===== src/rtl/vga_fb_scan_ctrl_if.sv =====
// Frame-buffer BRAM port-B bus between the scan-out controller (master) and the memory (slave).
interface vga_fb_scan_ctrl_if;
    logic        enb;
    logic        web;
    logic [18:0] addrb;
    logic [7:0]  doutb;

    modport master (output enb, output web, output addrb, input doutb);
    modport slave  (input enb, input web, input addrb, output doutb);
endinterface


===== src/rtl/vga_fb_scan_ctrl.sv =====
// VGA scan-out controller: raster timing, frame-buffer port-B reads and RGB332 to 4:4:4 expansion.
// Display starts on a frame boundary once the writer has reported a complete frame.
module vga_fb_scan_ctrl #(
    parameter int CLK_DIV  = 4,
    parameter int RD_LAT   = 1,
    parameter int H_ACTIVE = 640,
    parameter int H_FP     = 16,
    parameter int H_SYNC   = 96,
    parameter int H_BP     = 48,
    parameter int V_ACTIVE = 480,
    parameter int V_FP     = 10,
    parameter int V_SYNC   = 2,
    parameter int V_BP     = 33
) (
    input  logic               clk,
    input  logic               rst_n,
    input  logic               frame_ready_i,
    vga_fb_scan_ctrl_if.master bram,
    output logic               frame_start_o,
    output logic               vga_hs_o,
    output logic               vga_vs_o,
    output logic [3:0]         vga_r_o,
    output logic [3:0]         vga_g_o,
    output logic [3:0]         vga_b_o
);
    localparam int H_TOTAL = H_ACTIVE + H_FP + H_SYNC + H_BP;
    localparam int V_TOTAL = V_ACTIVE + V_FP + V_SYNC + V_BP;
    localparam int DW      = (CLK_DIV > 1) ? $clog2(CLK_DIV) : 1;
    localparam int HW      = $clog2(H_TOTAL);
    localparam int VW      = $clog2(V_TOTAL);

    localparam logic [DW-1:0] DIV_LAST  = DW'(CLK_DIV - 1);
    localparam logic [DW-1:0] DIV_PRE   = DW'(CLK_DIV - 2);
    localparam logic [HW-1:0] H_LAST    = HW'(H_TOTAL - 1);
    localparam logic [HW-1:0] H_ACT     = HW'(H_ACTIVE);
    localparam logic [HW-1:0] HS_BEG    = HW'(H_ACTIVE + H_FP);
    localparam logic [HW-1:0] HS_END    = HW'(H_ACTIVE + H_FP + H_SYNC);
    localparam logic [VW-1:0] V_LAST    = VW'(V_TOTAL - 1);
    localparam logic [VW-1:0] V_ACT     = VW'(V_ACTIVE);
    localparam logic [VW-1:0] VS_BEG    = VW'(V_ACTIVE + V_FP);
    localparam logic [VW-1:0] VS_END    = VW'(V_ACTIVE + V_FP + V_SYNC);
    localparam logic [18:0]   ADDR_LAST = 19'(H_ACTIVE * V_ACTIVE - 1);

    typedef enum logic {ST_BLANK = 1'b0, ST_SHOW = 1'b1} state_t;

    logic [DW-1:0]     div_cnt_q, div_cnt_d;
    logic [HW-1:0]     h_cnt_q, h_cnt_d;
    logic [VW-1:0]     v_cnt_q, v_cnt_d;
    logic [18:0]       addr_cnt_q;
    logic [18:0]       addrb_q;
    state_t            state_q;
    logic              ready_q;
    logic              enb_q;
    logic              frame_start_q;
    logic              tick_s, pre_tick_s, boundary_s, origin_s;
    logic              active_s, hs_raw_s, vs_raw_s, read_s;
    logic [RD_LAT-1:0] vld_q, hs_p_q, vs_p_q, act_p_q, show_p_q;
    logic              hs_q, vs_q;
    logic [11:0]       rgb_q;

    function automatic logic [11:0] rgb332_to_444(input logic [7:0] d);
        return {d[7:5], d[7], d[4:2], d[4], d[1:0], d[1:0]};
    endfunction

    // Raster position decode and counter next-state.
    always_comb begin
        tick_s     = (div_cnt_q == DIV_LAST);
        pre_tick_s = (div_cnt_q == DIV_PRE);
        active_s   = (h_cnt_q < H_ACT) && (v_cnt_q < V_ACT);
        hs_raw_s   = !((h_cnt_q >= HS_BEG) && (h_cnt_q < HS_END));
        vs_raw_s   = !((v_cnt_q >= VS_BEG) && (v_cnt_q < VS_END));
        origin_s   = (h_cnt_q == '0) && (v_cnt_q == '0);
        boundary_s = tick_s && (h_cnt_q == H_LAST) && (v_cnt_q == V_LAST);
        read_s     = active_s && (state_q == ST_SHOW);
        div_cnt_d  = tick_s ? '0 : div_cnt_q + DW'(1);
        h_cnt_d    = h_cnt_q;
        v_cnt_d    = v_cnt_q;
        if (tick_s) begin
            if (h_cnt_q == H_LAST) begin
                h_cnt_d = '0;
                v_cnt_d = (v_cnt_q == V_LAST) ? '0 : v_cnt_q + VW'(1);
            end else begin
                h_cnt_d = h_cnt_q + HW'(1);
            end
        end else begin
            h_cnt_d = h_cnt_q;
        end
    end

    // Pixel divider and raster counters.
    always_ff @(posedge clk or negedge rst_n) begin
        if (!rst_n) begin
            div_cnt_q <= '0;
            h_cnt_q   <= '0;
            v_cnt_q   <= '0;
        end else begin
            div_cnt_q <= div_cnt_d;
            h_cnt_q   <= h_cnt_d;
            v_cnt_q   <= v_cnt_d;
        end
    end

    // Display FSM, read issue and address generation. Strobes are set one cycle
    // early (pre_tick) so they are high exactly during the tick cycle.
    always_ff @(posedge clk or negedge rst_n) begin
        if (!rst_n) begin
            state_q       <= ST_BLANK;
            ready_q       <= 1'b0;
            addr_cnt_q    <= 19'd0;
            addrb_q       <= 19'd0;
            enb_q         <= 1'b0;
            frame_start_q <= 1'b0;
        end else begin
            frame_start_q <= pre_tick_s && origin_s;
            enb_q         <= pre_tick_s && read_s;
            if (pre_tick_s && read_s) begin
                addrb_q <= addr_cnt_q;
            end
            if (boundary_s) begin
                addr_cnt_q <= 19'd0;
            end else if (tick_s && read_s) begin
                addr_cnt_q <= (addr_cnt_q == ADDR_LAST) ? 19'd0 : addr_cnt_q + 19'd1;
            end
            case (state_q)
                ST_BLANK: begin
                    if (boundary_s && (ready_q || frame_ready_i)) begin
                        state_q <= ST_SHOW;
                        ready_q <= 1'b0;
                    end else if (frame_ready_i) begin
                        ready_q <= 1'b1;
                    end
                end
                ST_SHOW: begin
                    if (frame_ready_i) begin
                        ready_q <= 1'b1;
                    end
                end
                default: begin
                    state_q <= ST_BLANK;
                    ready_q <= 1'b0;
                end
            endcase
        end
    end

    // Carry per-pixel timing flags until the matching read data returns.
    always_ff @(posedge clk or negedge rst_n) begin
        if (!rst_n) begin
            vld_q    <= '0;
            hs_p_q   <= '1;
            vs_p_q   <= '1;
            act_p_q  <= '0;
            show_p_q <= '0;
        end else begin
            vld_q[0] <= tick_s;
            if (tick_s) begin
                hs_p_q[0]   <= hs_raw_s;
                vs_p_q[0]   <= vs_raw_s;
                act_p_q[0]  <= active_s;
                show_p_q[0] <= (state_q == ST_SHOW);
            end
            for (int k = 1; k < RD_LAT; k++) begin
                vld_q[k]    <= vld_q[k-1];
                hs_p_q[k]   <= hs_p_q[k-1];
                vs_p_q[k]   <= vs_p_q[k-1];
                act_p_q[k]  <= act_p_q[k-1];
                show_p_q[k] <= show_p_q[k-1];
            end
        end
    end

    // VGA output registers, updated once per pixel when its data is valid.
    always_ff @(posedge clk or negedge rst_n) begin
        if (!rst_n) begin
            hs_q  <= 1'b1;
            vs_q  <= 1'b1;
            rgb_q <= 12'h000;
        end else if (vld_q[RD_LAT-1]) begin
            hs_q  <= hs_p_q[RD_LAT-1];
            vs_q  <= vs_p_q[RD_LAT-1];
            rgb_q <= (act_p_q[RD_LAT-1] && show_p_q[RD_LAT-1]) ?
                     rgb332_to_444(bram.doutb) : 12'h000;
        end
    end

    assign bram.enb      = enb_q;
    assign bram.web      = 1'b0;
    assign bram.addrb    = addrb_q;
    assign frame_start_o = frame_start_q;
    assign vga_hs_o      = hs_q;
    assign vga_vs_o      = vs_q;
    assign vga_r_o       = rgb_q[11:8];
    assign vga_g_o       = rgb_q[7:4];
    assign vga_b_o       = rgb_q[3:0];
endmodule


===== src/flat_wrapper.sv =====
// flat-port wrapper written by rule: the top's interface ports become plain ports
module vga_fb_scan_ctrl_flat 
#(
    parameter int CLK_DIV  = 4,
    parameter int RD_LAT   = 1,
    parameter int H_ACTIVE = 640,
    parameter int H_FP     = 16,
    parameter int H_SYNC   = 96,
    parameter int H_BP     = 48,
    parameter int V_ACTIVE = 480,
    parameter int V_FP     = 10,
    parameter int V_SYNC   = 2,
    parameter int V_BP     = 33
)
  (clk, rst_n, frame_ready_i, frame_start_o, vga_hs_o, vga_vs_o, vga_r_o, vga_g_o, vga_b_o, bram_enb, bram_web, bram_addrb, bram_doutb);
  vga_fb_scan_ctrl_if bram_i ();
  input  logic clk;
  input  logic rst_n;
  input  logic frame_ready_i;
  output logic frame_start_o;
  output logic vga_hs_o;
  output logic vga_vs_o;
  output logic [3:0] vga_r_o;
  output logic [3:0] vga_g_o;
  output logic [3:0] vga_b_o;
  output wire logic [$bits(bram_i.enb)-1:0] bram_enb;
  output wire logic [$bits(bram_i.web)-1:0] bram_web;
  output wire logic [$bits(bram_i.addrb)-1:0] bram_addrb;
  input wire logic [$bits(bram_i.doutb)-1:0] bram_doutb;
  assign bram_enb = bram_i.enb;
  assign bram_web = bram_i.web;
  assign bram_addrb = bram_i.addrb;
  assign bram_i.doutb = bram_doutb;
  vga_fb_scan_ctrl #(.CLK_DIV(CLK_DIV), .RD_LAT(RD_LAT), .H_ACTIVE(H_ACTIVE), .H_FP(H_FP), .H_SYNC(H_SYNC), .H_BP(H_BP), .V_ACTIVE(V_ACTIVE), .V_FP(V_FP), .V_SYNC(V_SYNC), .V_BP(V_BP)) u_core (.clk(clk), .rst_n(rst_n), .frame_ready_i(frame_ready_i), .bram(bram_i), .frame_start_o(frame_start_o), .vga_hs_o(vga_hs_o), .vga_vs_o(vga_vs_o), .vga_r_o(vga_r_o), .vga_g_o(vga_g_o), .vga_b_o(vga_b_o));
endmodule

===== config.mk =====
export PLATFORM = sky130hd
export DESIGN_NAME = vga_fb_scan_ctrl_flat
export DESIGN_NICKNAME = d
export VERILOG_FILES = /design/src/rtl/vga_fb_scan_ctrl_if.sv /design/src/rtl/vga_fb_scan_ctrl.sv /design/src/flat_wrapper.sv
export SDC_FILE = /design/constraint.sdc
export NUM_CORES = 1
export LEC_CHECK = 0
export BUFFER_PORTS_ARGS = -buffer_cell sky130_fd_sc_hd__buf_4
export CELL_PAD_IN_SITES_DETAIL_PLACEMENT = 2
export CELL_PAD_IN_SITES_GLOBAL_PLACEMENT = 2
export CORE_ASPECT_RATIO = 1.75
export CORE_MARGIN = 2
export CORE_UTILIZATION = 37
export DETAILED_ROUTE_END_ITERATION = 12
export PLACE_DENSITY = 0.9
export SYNTH_ARGS = -nofsm -noshare
export SYNTH_HDL_FRONTEND = slang
export SYNTH_SLANG_ARGS = --single-unit

===== constraint.sdc =====
create_clock -name clk -period 2.4 [get_ports clk]
set_input_delay 0.24 -clock clk [delete_from_list [all_inputs] [get_ports clk]]
set_output_delay 0.24 -clock clk [all_outputs]
set_load 0.02 [all_outputs]

* After elaboration in Yosys (flattened, before gate mapping)
Index checks and enable logic that the tools add are counted.
Cells by class: $add $sub $neg 4, multiplexer cells 12, reduce and logical (&&, ||, !) cells 19, bitwise logic cells 1, eq/ne operators 5, $lt $le $gt $ge 6
Operator list (count):
- two-way mux 19 bit | 3
- adder 10 x 1 -> 10 bit (second input constant) | 2
- == test 10 bit (second input constant) | 2
- zero test 10 bit | 2
- < comparator 10 bit (second input constant) | 2
- < comparator 10 x 9 -> 1 bit (second input constant) | 2
- two-way mux 10 bit | 2
- adder 19 x 1 -> 19 bit (second input constant) | 1
- == test 19 bit (second input constant) | 1
- logical AND 1 bit | 12
- two-way mux 12 bit | 1
- >= comparator 10 bit (second input constant) | 1
- >= comparator 10 x 9 -> 1 bit (second input constant) | 1
- == test 2 bit (second input constant) | 2
- two-way mux 1 bit | 4
- adder 2 x 1 -> 2 bit (second input constant) | 1
- zero test 1 bit | 2
- two-way mux 2 bit | 1
- case mux 1 bit (2 select lines) | 1
- AND reduction 2 bit | 1
- nonzero test 2 bit | 1
- logical OR 1 bit | 1
- NOT 1 bit | 1
Word-level totals: output and inout bits 36, bits in registers 83, bits of input ports 11

* Depth between registers and ports, before layout
word-level depth 6, mapped depth 8, gate-level depth less buffers 7

* Worst setup path after synthesis
No wires, ideal clock.
kind register to register, from register u_core.div_cnt_q[0], to register u_core.addr_cnt_q[16], required time 2323 ps, cell stages (with the launch flop) 9, library setup time 77 ps, path buffers 2, arrival time 2118 ps, setup slack 205 ps, cells stage by stage dfrtp_1 ha_1 buf_2 nand2_1 or4b_4 buf_6 a21o_1 or4_1 a21oi_1
On the way: cells in the longest elaborated chain, start to end 4, elaborated cells between the ends (all ways) 6, those cells by class 1 x eq/ne; 1 x mux; 4 x reduce/logical
RTL lines:
- start: declaration | RTL line vga_fb_scan_ctrl.sv:46 | logic [DW-1:0] div_cnt_q, div_cnt_d;
- start signal: assignment | RTL line vga_fb_scan_ctrl.sv:97 | div_cnt_q <= div_cnt_d;
- == test 2 bit (*) | RTL line vga_fb_scan_ctrl.sv:67 | tick_s = (div_cnt_q == DIV_LAST);
- net u_core.tick_s | RTL line vga_fb_scan_ctrl.sv:55 | logic tick_s, pre_tick_s, boundary_s, origin_s;
- logical AND 1 bit (2 in series) | RTL line vga_fb_scan_ctrl.sv:73 | boundary_s = tick_s && (h_cnt_q == H_LAST) && (v_cnt_q == V_LAST);
- two-way mux 19 bit or nonzero test 2 bit (tied branches)
- end signal: assignment | RTL line vga_fb_scan_ctrl.sv:122 | addr_cnt_q <= (addr_cnt_q == ADDR_LAST) ? 19'd0 : addr_cnt_q + 19'd1;
- end: declaration | RTL line vga_fb_scan_ctrl.sv:49 | logic [18:0] addr_cnt_q;
The timed path passes the listed nets; every way through them passes the cells marked *. A chain may end at the register's enable or synchronous reset.

* Final worst setup path
from register u_core.div_cnt_q[0], to register u_core.addr_cnt_q[7]
Same word-level chain as after synthesis.

==> results.toml <==
[job]
drv_cap = 0

[timing]
worst_slew_pin_slew_ps = 624.7
timing.final.crit_share = 0.9528
finalHoldViolations = 0
finClkSkew_ps = 9.104
setup_tns_ps = 0
setup_viol = 0
rsz0062_at_grt = "false"
max_freq_mhz = 437.3
drv_slew = 0
slew_headroom = 0.5835
min_period_ps = 2287

[status]
status = "complete, no violations"

[global_route]
grt_overflow_total = 0
grt_usage = 0.2402
grt_pass1_wl_microns = 19200
grt_pass1_vias = 3500
antenna_found_initial = 0
grt_max_degree = 47

[setup_path]
start_kind = "register"
critPathMaxFanout = 6
crit_path_end_kind = "register"
critPathRequiredTime_ps = 2630
startpoint = "u_core.div_cnt_q[0]"
worstPathArrival_ps = 2520
critPathKind = "register to register"
r2r-start = "u_core.div_cnt_q[0]"

[synthesis]
synth.area.top_cells = "dfrtp_1 (51%), mux2_2 (7.0%), nand2_1 (3.6%)"
seq_area_frac_synth = 0.5344
netlist_instances = 356
avgSynthCellArea_sq_um = 10.42
synth_nets = 374
ys_top_cells_by_count = "dfrtp_1 (75), nand2_1 (36), mux2_2 (23), nor2_1 (21), o21ai_0 (21)"
ys.flop_type = "dfrtp_1"
yosysWarnings = 0
synth-edff-count = 0
synthArstFlopShare = 1.000
ys_ff_latch = 79
yosysTopAreaCellShare = 0.5061
ys_types = 46
synthMostInstantiatedCell = "dfrtp_1"
syn_area_sq_mm = 0.003709
synth_top_area_cell = "dfrtp_1"

[clock_tree]
cts_tree = "built"
cts-root-buf = "clkbuf_16"
clk_path_buf_depth = 2
clk-insertion-delay-late_ps = 350
clk_pin_slew_ps = 60
cts_setup_buffers = 0
cts_buffers = 9
htree_levels = 3
cts_sinks = 79

[die]
core_area_sq_mm = 0.009789
rows = 48
initial_core_util = 0.3788
die_width_microns = 79.68
io_pins = 47
dieArea_sq_mm = 0.01087
die_h_microns = 136.4

[routing]
finalWirelength_microns = 11800
drc = 0
drt_iter0_markers = 82
wl_per_cell_microns = 21.81
viasPerCell = 5.577
drtPass1Iterations = 4
vias = 3017
detail-route-antenna-nets = 0

[pwr]
clkPwrFrac = 0.515
comb_power_share = 0.029
vdd_ir_drop_max_uv = 659.7
p_per_area_mw_per_mm2 = 639.9
p_sw_frac = 0.2152
p_seq_frac = 0.457
p_int_mw = 2.310
p_leak_nw = 2.066
p_sw_mw = 0.6335

[final_layout]
num-nets-final = 429
antenna_cells = 0
num-fill-cells = 994
layout-drive-gt1-share = 0.2764
area_growth_pct = 24.02
stdcell_area_sq_mm = 0.004599

[placement]
placed_cell_area_sq_mm = 0.004255
dp_hpwl_microns = 8078
io_buffers = 45
gp_congestion = 0.7995

[min_path]
min-delay-start = "bram_doutb[0]"
hold_path.class = "primary input to register"
## cell usage in the layout, fill, tap and decap left out, types with 11 or more instances in the layout
cell type,Yosys,final
nand2_1,36,35
a21oi_1,19,19
nor2_1,21,20
nand3_1,12,11
dfrtp_1,75,75
inv_1,19,19
o21ai_0,21,20
nand4_1,14,14
mux2_2,23,23
buf_4,5,60
## layout make-up
| cell class | instances | area, sq um | share of cell area |
|---|---|---|---|
| clock buffers | 11 | 242.7 | 0.05277 |
| flip-flops and latches | 79 | 1982 | 0.4309 |
| multi-input cells | 239 | 1565 | 0.3403 |
| inverters | 19 | 71.32 | 0.01551 |
| well taps | 125 | 156.4 | 0.03400 |
| repair buffers | 63 | 500.5 | 0.1088 |
| clock inverters | 5 | 81.33 | 0.01768 |
## routing by layer
metal	track usage	part of all wire	vias up
met1	0.2320	0.34	1578
met2	0.4641	0.61	49
met5	0	0	-
met3	0.04781	0.025	28
li1	-	-	1362
met4	0.1226	0.033	0
## power groups by stage
stage / logic [mW] / clock network, mW / registers (mW)
global placement: 0.0819 / 0 / 1.37
finish: 0.0845 / 1.51 / 1.34
floorplan: 0.0184 / 0 / 1.38
detailed placement: 0.0850 / 0 / 1.37
CTS: 0.0873 / 1.55 / 1.34
global route: 0.0935 / 1.60 / 1.34
## state kept, by name (all words and copies together) (netlist names), 2 cells and up
signal	flops
u_core.addr_cnt_q	19
u_core.bram.addrb	19
u_core.v_cnt_q	10
u_core.h_cnt_q	10
u_core.rgb_q	8
u_core.div_cnt_q	2
## what timing repair did
action,in CTS,in global routing
endpoints found under the setup margin,1,2
gates resized for setup,3,1
hold endpoints to repair,41,0
pin swaps,0,1
hold buffers,1,0
## through the flow
step                  util  total power [mW]  cells  hold slack [ps]  setup WS (ps)
floorplan                -             1.395    356           -55.59          205.0
global placement    0.4347             1.450    524            286.9          186.0
detailed placement  0.4347             1.454    524            295.1          83.30
CTS                 0.4693             2.980    541            128.0          52.13
global route        0.4698             3.038    541            143.5          6.032
finish              0.4698             2.943    541            139.3          113.2
## cells by family (layout without fill, tap and decap cells)
family / after synthesis / after routing / synth area share
AO/OA/AOI/OAI: 58 / 58 / 0.08840
flip-flops: 79 / 79 / 0.5344
buffers and inverters: 38 / 98 / 0.04622
AND/OR/NAND/NOR: 133 / 133 / 0.1957
adder cells (fa/ha/maj): 7 / 7 / 0.02362
other: 1 / 1 / 0.001011
multiplexers: 25 / 25 / 0.07524
XOR/XNOR: 15 / 15 / 0.03543
## worst paths after layout
kind	endpoint	cells after the start	slack, ps
max in group asynchronous	u_core.addr_cnt_q[15]	3	1330
max reg2reg	u_core.addr_cnt_q[7]	6	110
min	u_core.rgb_q[2]	3	140
min reg2reg	u_core.h_cnt_q[6]	1	500
min in group asynchronous	u_core.rgb_q[5]	2	440
max	u_core.addr_cnt_q[7]	6	110
## critical path, stage by stage (launching register included)
cell and delay [ps]:
dfrtp_1 430, ha_1 210, nand2_1 100, or4b_4 500
a21o_1 260, or4_1 500, o21ai_0 150
Note: power is estimated with default switching activity, not from simulation.
